**config.mk**
```make
export PLATFORM = sky130hd
export DESIGN_NAME = chan_timer
export DESIGN_NICKNAME = d
export VERILOG_FILES = /design/src/rtl/chan_timer_pkg.sv /design/src/rtl/chan_timer_ch.sv /design/src/rtl/chan_timer.sv
export SDC_FILE = /design/constraint.sdc
export NUM_CORES = 1
export LEC_CHECK = 0
export ABC_CLOCK_PERIOD_IN_PS = 4170
export BUFFER_PORTS_ARGS = -buffer_cell sky130_fd_sc_hd__buf_2
export CELL_PAD_IN_SITES_DETAIL_PLACEMENT = 1
export CELL_PAD_IN_SITES_GLOBAL_PLACEMENT = 1
export CORE_AREA = 2 2 136 138
export CTS_BUF_LIST = sky130_fd_sc_hd__clkbuf_4 sky130_fd_sc_hd__clkbuf_8 sky130_fd_sc_hd__clkbuf_16
export CTS_CLUSTER_SIZE = 14
export DETAILED_ROUTE_END_ITERATION = 6
export DIE_AREA = 0 0 138 140
export GPL_ROUTABILITY_DRIVEN = 0
export PLACE_DENSITY = 0.83
export SYNTH_ARGS = -nofsm -noshare
export SYNTH_HDL_FRONTEND = slang
export SYNTH_HIERARCHICAL = 1
export SYNTH_SLANG_ARGS = --single-unit
```
**constraint.sdc**
```tcl
create_clock -name clock -period 4.17 [get_ports clock]
set_clock_uncertainty 0.05 [all_clocks]
set_input_delay 0.2085 -clock clock [delete_from_list [all_inputs] [get_ports clock]]
set_output_delay 0.2085 -clock clock [all_outputs]
set_load 0.005 [all_outputs]
```
**src/rtl/chan_timer_pkg.sv**
```systemverilog
// Shared types and constants for the multi-channel countdown timer.
package chan_timer_pkg;

    // Per-channel controller states.
    typedef enum logic [1:0] {
        CH_IDLE   = 2'd0,
        CH_RUN    = 2'd1,
        CH_PAUSED = 2'd2
    } ch_state_e;

    // One tick per second at a 100 MHz system clock.
    localparam int unsigned TICK_DIV_DEFAULT = 100_000_000;

endpackage

```
**src/rtl/chan_timer_ch.sv**
```systemverilog
// One countdown channel: IDLE/RUN/PAUSED controller, tick prescaler and count.
// Auto-reload (periodic) mode exists only when CHAN_TIMER_PERIODIC_EN is defined.
module chan_timer_ch
    import chan_timer_pkg::*;
#(
    parameter int unsigned CNT_W    = 4,
    parameter int unsigned TICK_DIV = TICK_DIV_DEFAULT
) (
    input  logic             clock,
    input  logic             reset,
    input  logic             start_i,
    input  logic [CNT_W-1:0] value_i,
    input  logic             abort_i,
    input  logic             pause_i,
    input  logic             periodic_i,
    output logic             expired_o,
    output logic             expire_pulse_o,
    output logic [CNT_W-1:0] remaining_o
);

    localparam int unsigned     PRE_W   = (TICK_DIV > 1) ? $clog2(TICK_DIV) : 1;
    localparam logic [PRE_W-1:0] PRE_MAX = PRE_W'(TICK_DIV - 1);

    ch_state_e        state_q, state_d;
    logic [CNT_W-1:0] cnt_q, cnt_d;
    logic [PRE_W-1:0] pre_q, pre_d;
    logic             pulse_q, pulse_d;

    logic             active_c;
    logic             advance_c;
    logic             wrap_c;
    logic             last_c;
    logic             reload_c;
    logic             stay_c;
    logic [CNT_W-1:0] reload_val_c;

    assign active_c  = (state_q != CH_IDLE);
    assign advance_c = active_c && !pause_i;
    assign wrap_c    = advance_c && (pre_q == PRE_MAX);
    assign last_c    = wrap_c && (cnt_q == CNT_W'(1));

`ifdef CHAN_TIMER_PERIODIC_EN
    logic             per_q, per_d;
    logic [CNT_W-1:0] val_q, val_d;

    // A periodic channel sits at zero for one cycle, then reloads.
    assign reload_c     = advance_c && per_q && (cnt_q == '0);
    assign stay_c       = per_q;
    assign reload_val_c = val_q;

    // Latched mode and reload value.
    always_ff @(posedge clock or posedge reset) begin
        if (reset) begin
            per_q <= 1'b0;
            val_q <= '0;
        end else begin
            per_q <= per_d;
            val_q <= val_d;
        end
    end

    // Capture mode and reload value on every start.
    always_comb begin
        per_d = per_q;
        val_d = val_q;
        if (!abort_i && start_i) begin
            per_d = periodic_i;
            val_d = value_i;
        end
    end
`else
    logic unused_periodic;

    assign unused_periodic = periodic_i;
    assign reload_c        = 1'b0;
    assign stay_c          = 1'b0;
    assign reload_val_c    = '0;
`endif

    // State, prescaler, count and pulse registers.
    always_ff @(posedge clock or posedge reset) begin
        if (reset) begin
            state_q <= CH_IDLE;
            cnt_q   <= '0;
            pre_q   <= '0;
            pulse_q <= 1'b0;
        end else begin
            state_q <= state_d;
            cnt_q   <= cnt_d;
            pre_q   <= pre_d;
            pulse_q <= pulse_d;
        end
    end

    // Next state: abort > start > pause > tick.
    always_comb begin
        state_d = state_q;
        if (abort_i) begin
            state_d = CH_IDLE;
        end else if (start_i) begin
            state_d = (value_i != '0) ? CH_RUN : CH_IDLE;
        end else if (active_c) begin
            if (pause_i) begin
                state_d = CH_PAUSED;
            end else if (last_c && !stay_c) begin
                state_d = CH_IDLE;
            end else begin
                state_d = CH_RUN;
            end
        end
    end

    // Count, prescaler and expiry strobe updates with the same priority.
    always_comb begin
        cnt_d   = cnt_q;
        pre_d   = pre_q;
        pulse_d = 1'b0;
        if (abort_i) begin
            cnt_d = '0;
            pre_d = '0;
        end else if (start_i) begin
            cnt_d   = value_i;
            pre_d   = '0;
            pulse_d = (value_i == '0);
        end else if (reload_c) begin
            cnt_d = reload_val_c;
            pre_d = '0;
        end else if (wrap_c) begin
            pre_d   = '0;
            cnt_d   = cnt_q - CNT_W'(1);
            pulse_d = (cnt_q == CNT_W'(1));
        end else if (advance_c) begin
            pre_d = pre_q + PRE_W'(1);
        end
    end

    assign expired_o      = (cnt_q == '0);
    assign expire_pulse_o = pulse_q;
    assign remaining_o    = cnt_q;

endmodule

```
**src/rtl/chan_timer.sv**
```systemverilog
// Multi-channel countdown timer: shared 1 Hz / 0.5 Hz strobes plus N_CH channels.
// Define CHAN_TIMER_PERIODIC_EN to enable per-channel auto-reload mode.
module chan_timer
    import chan_timer_pkg::*;
#(
    parameter int unsigned N_CH     = 4,
    parameter int unsigned CNT_W    = 4,
    parameter int unsigned TICK_DIV = TICK_DIV_DEFAULT
) (
    input  logic                  clock,
    input  logic                  reset,
    input  logic [N_CH-1:0]       start,
    input  logic [N_CH*CNT_W-1:0] value,
    input  logic [N_CH-1:0]       abort,
    input  logic [N_CH-1:0]       pause,
    input  logic [N_CH-1:0]       periodic,
    output logic [N_CH-1:0]       expired,
    output logic [N_CH-1:0]       expire_pulse,
    output logic [N_CH*CNT_W-1:0] remaining,
    output logic                  one_hz_enable,
    output logic                  half_hz_enable
);

    localparam int unsigned      PRE_W   = (TICK_DIV > 1) ? $clog2(TICK_DIV) : 1;
    localparam logic [PRE_W-1:0] PRE_MAX = PRE_W'(TICK_DIV - 1);

    logic [PRE_W-1:0] sp_q;
    logic             one_q;
    logic             tog_q;
    logic             half_q;
    logic             sp_wrap_c;

    assign sp_wrap_c = (sp_q == PRE_MAX);

    // Free-running shared prescaler; half-rate strobe on every second wrap.
    always_ff @(posedge clock or posedge reset) begin
        if (reset) begin
            sp_q   <= '0;
            one_q  <= 1'b0;
            tog_q  <= 1'b0;
            half_q <= 1'b0;
        end else begin
            sp_q   <= sp_wrap_c ? '0 : sp_q + PRE_W'(1);
            one_q  <= sp_wrap_c;
            tog_q  <= tog_q ^ sp_wrap_c;
            half_q <= sp_wrap_c & tog_q;
        end
    end

    assign one_hz_enable  = one_q;
    assign half_hz_enable = half_q;

    for (genvar i = 0; i < N_CH; i++) begin : g_ch
        chan_timer_ch #(
            .CNT_W    (CNT_W),
            .TICK_DIV (TICK_DIV)
        ) u_ch (
            .clock          (clock),
            .reset          (reset),
            .start_i        (start[i]),
            .value_i        (value[i*CNT_W +: CNT_W]),
            .abort_i        (abort[i]),
            .pause_i        (pause[i]),
            .periodic_i     (periodic[i]),
            .expired_o      (expired[i]),
            .expire_pulse_o (expire_pulse[i]),
            .remaining_o    (remaining[i*CNT_W +: CNT_W])
        );
    end

endmodule

```
---- Yosys cells after proc, flatten, opt, wreduce, memory -nomap -nowiden ----
Cells that the tools add are included.
storage, ports and cells
  register bits after elaboration ......... 166
  input bits .............................. 34
  output and inout bits ................... 26
  logic and storage cells ................. 149
operators by class
  $add $sub $neg .......................... 9
  eq/ne operators ......................... 9
  mux-type cells .......................... 65
  bitwise logic cells ..................... 2
  reductions and logical operators ........ 44
operators by type and width
  cell                     count
  $mux W27                 17
  $add A27 B1 Y27 const B  5
  $eq A27 B27 Y1 const B   5
  $mux W4                  12
  $logic_not A4 Y1         8
  $mux W2                  16
  $reduce_bool A4 Y1       8
  $reduce_bool A3 Y1       8
  $mux W1                  20
  $eq A4 B1 Y1 const B     4
  $sub A4 B1 Y4 const B    4
  $logic_and A1 B1 Y1      12
  $reduce_bool A2 Y1       4
  $logic_not A1 Y1         4
  $and A1 B1 Y1            1
  $xor A1 B1 Y1            1

---- Depth between registers and ports, before layout ----
  word-level depth ........................ 9
  gate-level depth with buffers ........... 8
  mapped depth without buffers ............ 6

---- By module ----
The synthesis kept the hierarchy.
by module, submodules not included
  module                             instances  cells an instance  area each (um^2)  seq. area each (um^2)
  chan_timer_ch at g_ch[1].u_ch ...  3          201                1908.1            850.8
  chan_timer_ch at g_ch[0].u_ch      1          185                1883.1            850.8
  chan_timer                         1          144                1478.9            750.7

---- Worst setup path before layout ----
Ideal clock, no wire load.
  path kind ............................... register to register
  start ................................... register g_ch[1].u_ch.pre_q[8]
  end ..................................... register g_ch[1].u_ch.pre_q[13]
  library setup time ...................... 119 ps
  data arrival time ....................... 1663 ps
  data required time ...................... 4001 ps
  path slack .............................. 2338 ps
  stages on the path, launching flop included .. 8
  buffers on the path ..................... 2
  period minus slack after synthesis ...... 1832 ps
  path through ............................ dfrtp_1 > nor4_1 > nand4_1 > nor3_2 > nand2b_1 > buf_4 > buf_4 > nor2_1
between the ends
  longest elaborated chain between the ends .. 5
ends and longest elaborated chain
  item                                               RTL line                                   RTL
  from (decl)                                        chan_timer_ch.sv:26                        logic [PRE_W-1:0] pre_q, pre_d;
  from (signal assigned)                             chan_timer_ch.sv:90                        pre_q <= pre_d;
  $add A27 B1 Y27 or $eq A27 B27 Y1 (tied branches)  chan_timer_ch.sv:133, chan_timer_ch.sv:39
  $mux W27 or $logic_and A1 B1 Y1 (tied branches)    chan_timer_ch.sv:132, chan_timer_ch.sv:39
  $mux W27                                           chan_timer_ch.sv:128                       end else if (wrap_c) begin
  $mux W27                                           chan_timer_ch.sv:121                       end else if (start_i) begin
  $mux W27                                           chan_timer_ch.sv:118                       if (abort_i) begin
Parallel ways exist; a longest one is shown, timed or not. The select of a mux whose other input is x is not followed.
A chain may end at the register's enable or synchronous reset.

---- Worst setup path in the final report ----
  start ................................... register g_ch[3].u_ch.pre_q[8]
  end ..................................... register g_ch[3].u_ch.pre_q[6]
between the ends
  longest elaborated chain between the ends .. 5
ends and longest elaborated chain
  item                    RTL line              RTL
  from (decl)             chan_timer_ch.sv:26
  from (signal assigned)  chan_timer_ch.sv:90
  $eq A27 B27 Y1 *        chan_timer_ch.sv:39   assign wrap_c = advance_c && (pre_q == PRE_MAX);
  $logic_and A1 B1 Y1 *   chan_timer_ch.sv:39
  $mux W27                chan_timer_ch.sv:128
  $mux W27                chan_timer_ch.sv:121
  $mux W27                chan_timer_ch.sv:118
Every way passes the cells marked *; elsewhere a longest branch is shown, timed or not.

==> key figures <==
Timing
  • Final hold slack: 0.0200 ns
  • Fmax: 341 MHz
  • Tmin final: 2.93 ns
  • Slew HR: 22.8%
  • Final hold violation count: 0
  • Setup_tns: 0 ns
  • Final period util: 70.3%
  • Final WS setup: 1.24 ns
  • Slew at the pin closest to its max-slew limit: 1.15 ns
  • Unrepaired setup endpoints after global routing: no
  • Setup violators final: 0
  • Final Max Tran Viols: 0

Worst setup path
  • Crit end category: register
  • Worst path arrival time: 3.15 ns
  • Setup crit start kind: register
  • CP required: 4.39 ns
  • Worst-path fanout max: 25
  • Setup CP Type: register to register

Route
  • Routed vias/inst: 5.80
  • Routed WL: 21,800 µm
  • WL per Instance: 17.6 µm
  • DRC: 0
  • Post-DRT Antenna Nets: 0
  • Via count: 7,189
  • DRT Pass-1 Iters: 4
  • Starting DRT DRC Count: 347

Cells and area
  • Most frequent cells in the layout: dfrtp_1 (166), nor2_1 (144), nand2_1 (69)
  • Nets: 1,049
  • Fraction of final layout cells sized beyond drive strength 1: 13.2%
  • Ant diodes: 0
  • Area delta synth->final: 11.7%
  • Most common cell after layout, fill and taps aside: dfrtp_1

Logic synthesis
  • Ranking of synthesized cells by area: dfrtp_1 (46%), xor2_1 (6.1%), nor2_1 (5.9%)
  • Most area-hungry cell type in the Yosys netlist: dfrtp_1
  • EDFF count, synth: 0
  • Cell Area, Synth: 9090 µm²
  • Mean Syn Cell Area: 9.75 µm²
  • Syn nets: 983
  • Cell variety after synth: 66
  • FF+latch count, synth: 166
  • Most frequently used flop master after synthesis: dfrtp_1
  • Yosys warns: 6
  • Synth async-reset ratio: 100%
  • Synth Instances: 932
  • Synth top area share: 45.7%
  • Sequential fraction of the synthesis area: 45.7%

Clocking
  • Worst-path clk slew: 0.07 ns
  • Post-CTS Hold Buffers: 12
  • Cells resized by post-CTS repair: 0
  • CTS sink count: 166
  • Setup bufs post-CTS: 0
  • Number of CTS-inserted buffers: 17
  • CTS max path bufs: 2
  • CTS root buf: clkbuf_16
  • CTS tree: done
  • Clk_lat worst skew: 0.44 ns
  • Htree depth: 4

Outcome
  • Outcome: finished clean

Flow run
  • Max-cap violations: 0

Place
  • Setup slack after placement: 1.41 ns
  • DP Wirelength: 14,600 µm
  • Port bufs: 55

GRT
  • Met3 Track Usage GR: 4.89%
  • Largest net degree at the start of global routing: 35
  • Antenna violations before repair: 0
  • Total gr overflow: 0
  • Met1 Resource Use GR: 29.9%
  • First-pass GRT wire length: 38,100 µm
  • Tot GR Track Use: 23.6%
  • Vias in the first global route: 7,825
  • Busiest grt layer: met2
  • Met2 global-route usage: 40.8%

Power and ir drop
  • Overall Power: 3.33 mW
  • Pwr dens: 328 nW/µm²
  • Max rail drop VDD: 0.271 mV
  • Leakage: 4.18 nW

Die
  • Width of the die: 138 µm
  • Die ar.: 19,300 µm²
  • Rows: 49
  • Starting Density: 51.1%
  • Die Y: 140 µm
  • Core area: 17,800 µm²
  • Ports: 60

Min path
  • Worst min path class: input port to register
==> final timing paths <==
path,from,endpoint,slack (ns),cells after the start
min in group asynchronous,reset,sp_q[25],0.42,4
max in group asynchronous,reset,g_ch[3].u_ch/pre_q[23],3.29,4
min reg2reg,sp_q[0],sp_q[0],0.41,1
max reg2reg,g_ch[3].u_ch/pre_q[8],g_ch[3].u_ch/pre_q[6],1.24,5
max,g_ch[3].u_ch/pre_q[8],g_ch[3].u_ch/pre_q[6],1.24,5
min,pause[0],g_ch[0].u_ch/state_q[1],0.02,2
==> critical path, cell delays in order, from the launching register on <==
cell and delay [ns]:
dfrtp_1 0.44, nor4_1 0.47, nand4_1 0.28, nor3_2 0.53, nand2b_1 0.85, nor2_1 0.13
==> per-layer routing <==
metal  vias to the layer above  wire, µm
met1                      3606      9930
met3                        41       564
li1                       3451         -
met4                         0       390
met2                        91     11000
met5                         -         0
==> cell families after synthesis <==
| family | Yosys count | synth area share [%] |
|---|---|---|
| adders and majority gates | 17 | 2.34 |
| and+or+nand+nor | 496 | 30.0 |
| buffers and inverters | 53 | 3.54 |
| AOI/OAI and AO/OA | 85 | 7.30 |
| muxes | 1 | 0.110 |
| DFF | 166 | 45.7 |
| xor gates and xnor gates | 114 | 11.0 |
==> where the power goes <==
part | switching (mW) | total, mW | internal, mW
Combinational | 0.117 | 0.180 | 0.0639
Sequential | 0.0192 | 1.64 | 1.62
Clock | 0.723 | 1.51 | 0.784
Total | 0.858 | 3.33 | 2.47
==> sequential cells by signal (all words and copies together), names as in the netlist <==
register and cells:
one_hz_enable 1, sp_q 27, g_ch.u_ch/expire_pulse_o 4, g_ch.u_ch/state_q 8
tog_q 1, g_ch.u_ch/pre_q 108, g_ch.u_ch/remaining_o 16, half_hz_enable 1
==> area by class of cell <==
class | count | area (µm²)
Fill cell | 2023 | 7630
Multi-Input combinational cell | 713 | 4610
Sequential cell | 166 | 4150
Timing Repair Buffer | 72 | 433
Clock buffer | 17 | 425
Tap cell | 229 | 287
Clock inverter | 15 | 133
Inverter | 28 | 105
==> synthesized netlist by cell type, types with 6 or more instances <==
cell / instances
dfrtp_1: 166
nor2_1: 144
nand2_1: 69
xor2_1: 63
xnor2_1: 51
nand3_1: 50
nand4_1: 46
inv_1: 28
nor3_1: 28
nor4_1: 26
a21oi_1: 21
ha_1: 17
buf_6: 13
and2_1: 11
and4_1: 11
and3_1: 10
a211oi_1: 8
nor2_2: 8
nor2b_1: 8
o21ai_0: 8
o31ai_1: 8
or3_1: 8
and4b_1: 7
nand4b_1: 7
nor3b_1: 7
a2111oi_0: 6
buf_4: 6
nand2b_1: 6
nand3b_1: 6
==> per-stage QoR <==
step                      cells  util [%]  area, µm²
final                      1240      57.1      10100
after global routing       1240      57.1      10100
after CTS                  1240      57.1      10100
after detailed placement   1196      53.3       9470
after global placement     1196      53.3       9470
after floorplan             932         -       9090
Power figures use the tool's default switching activity.
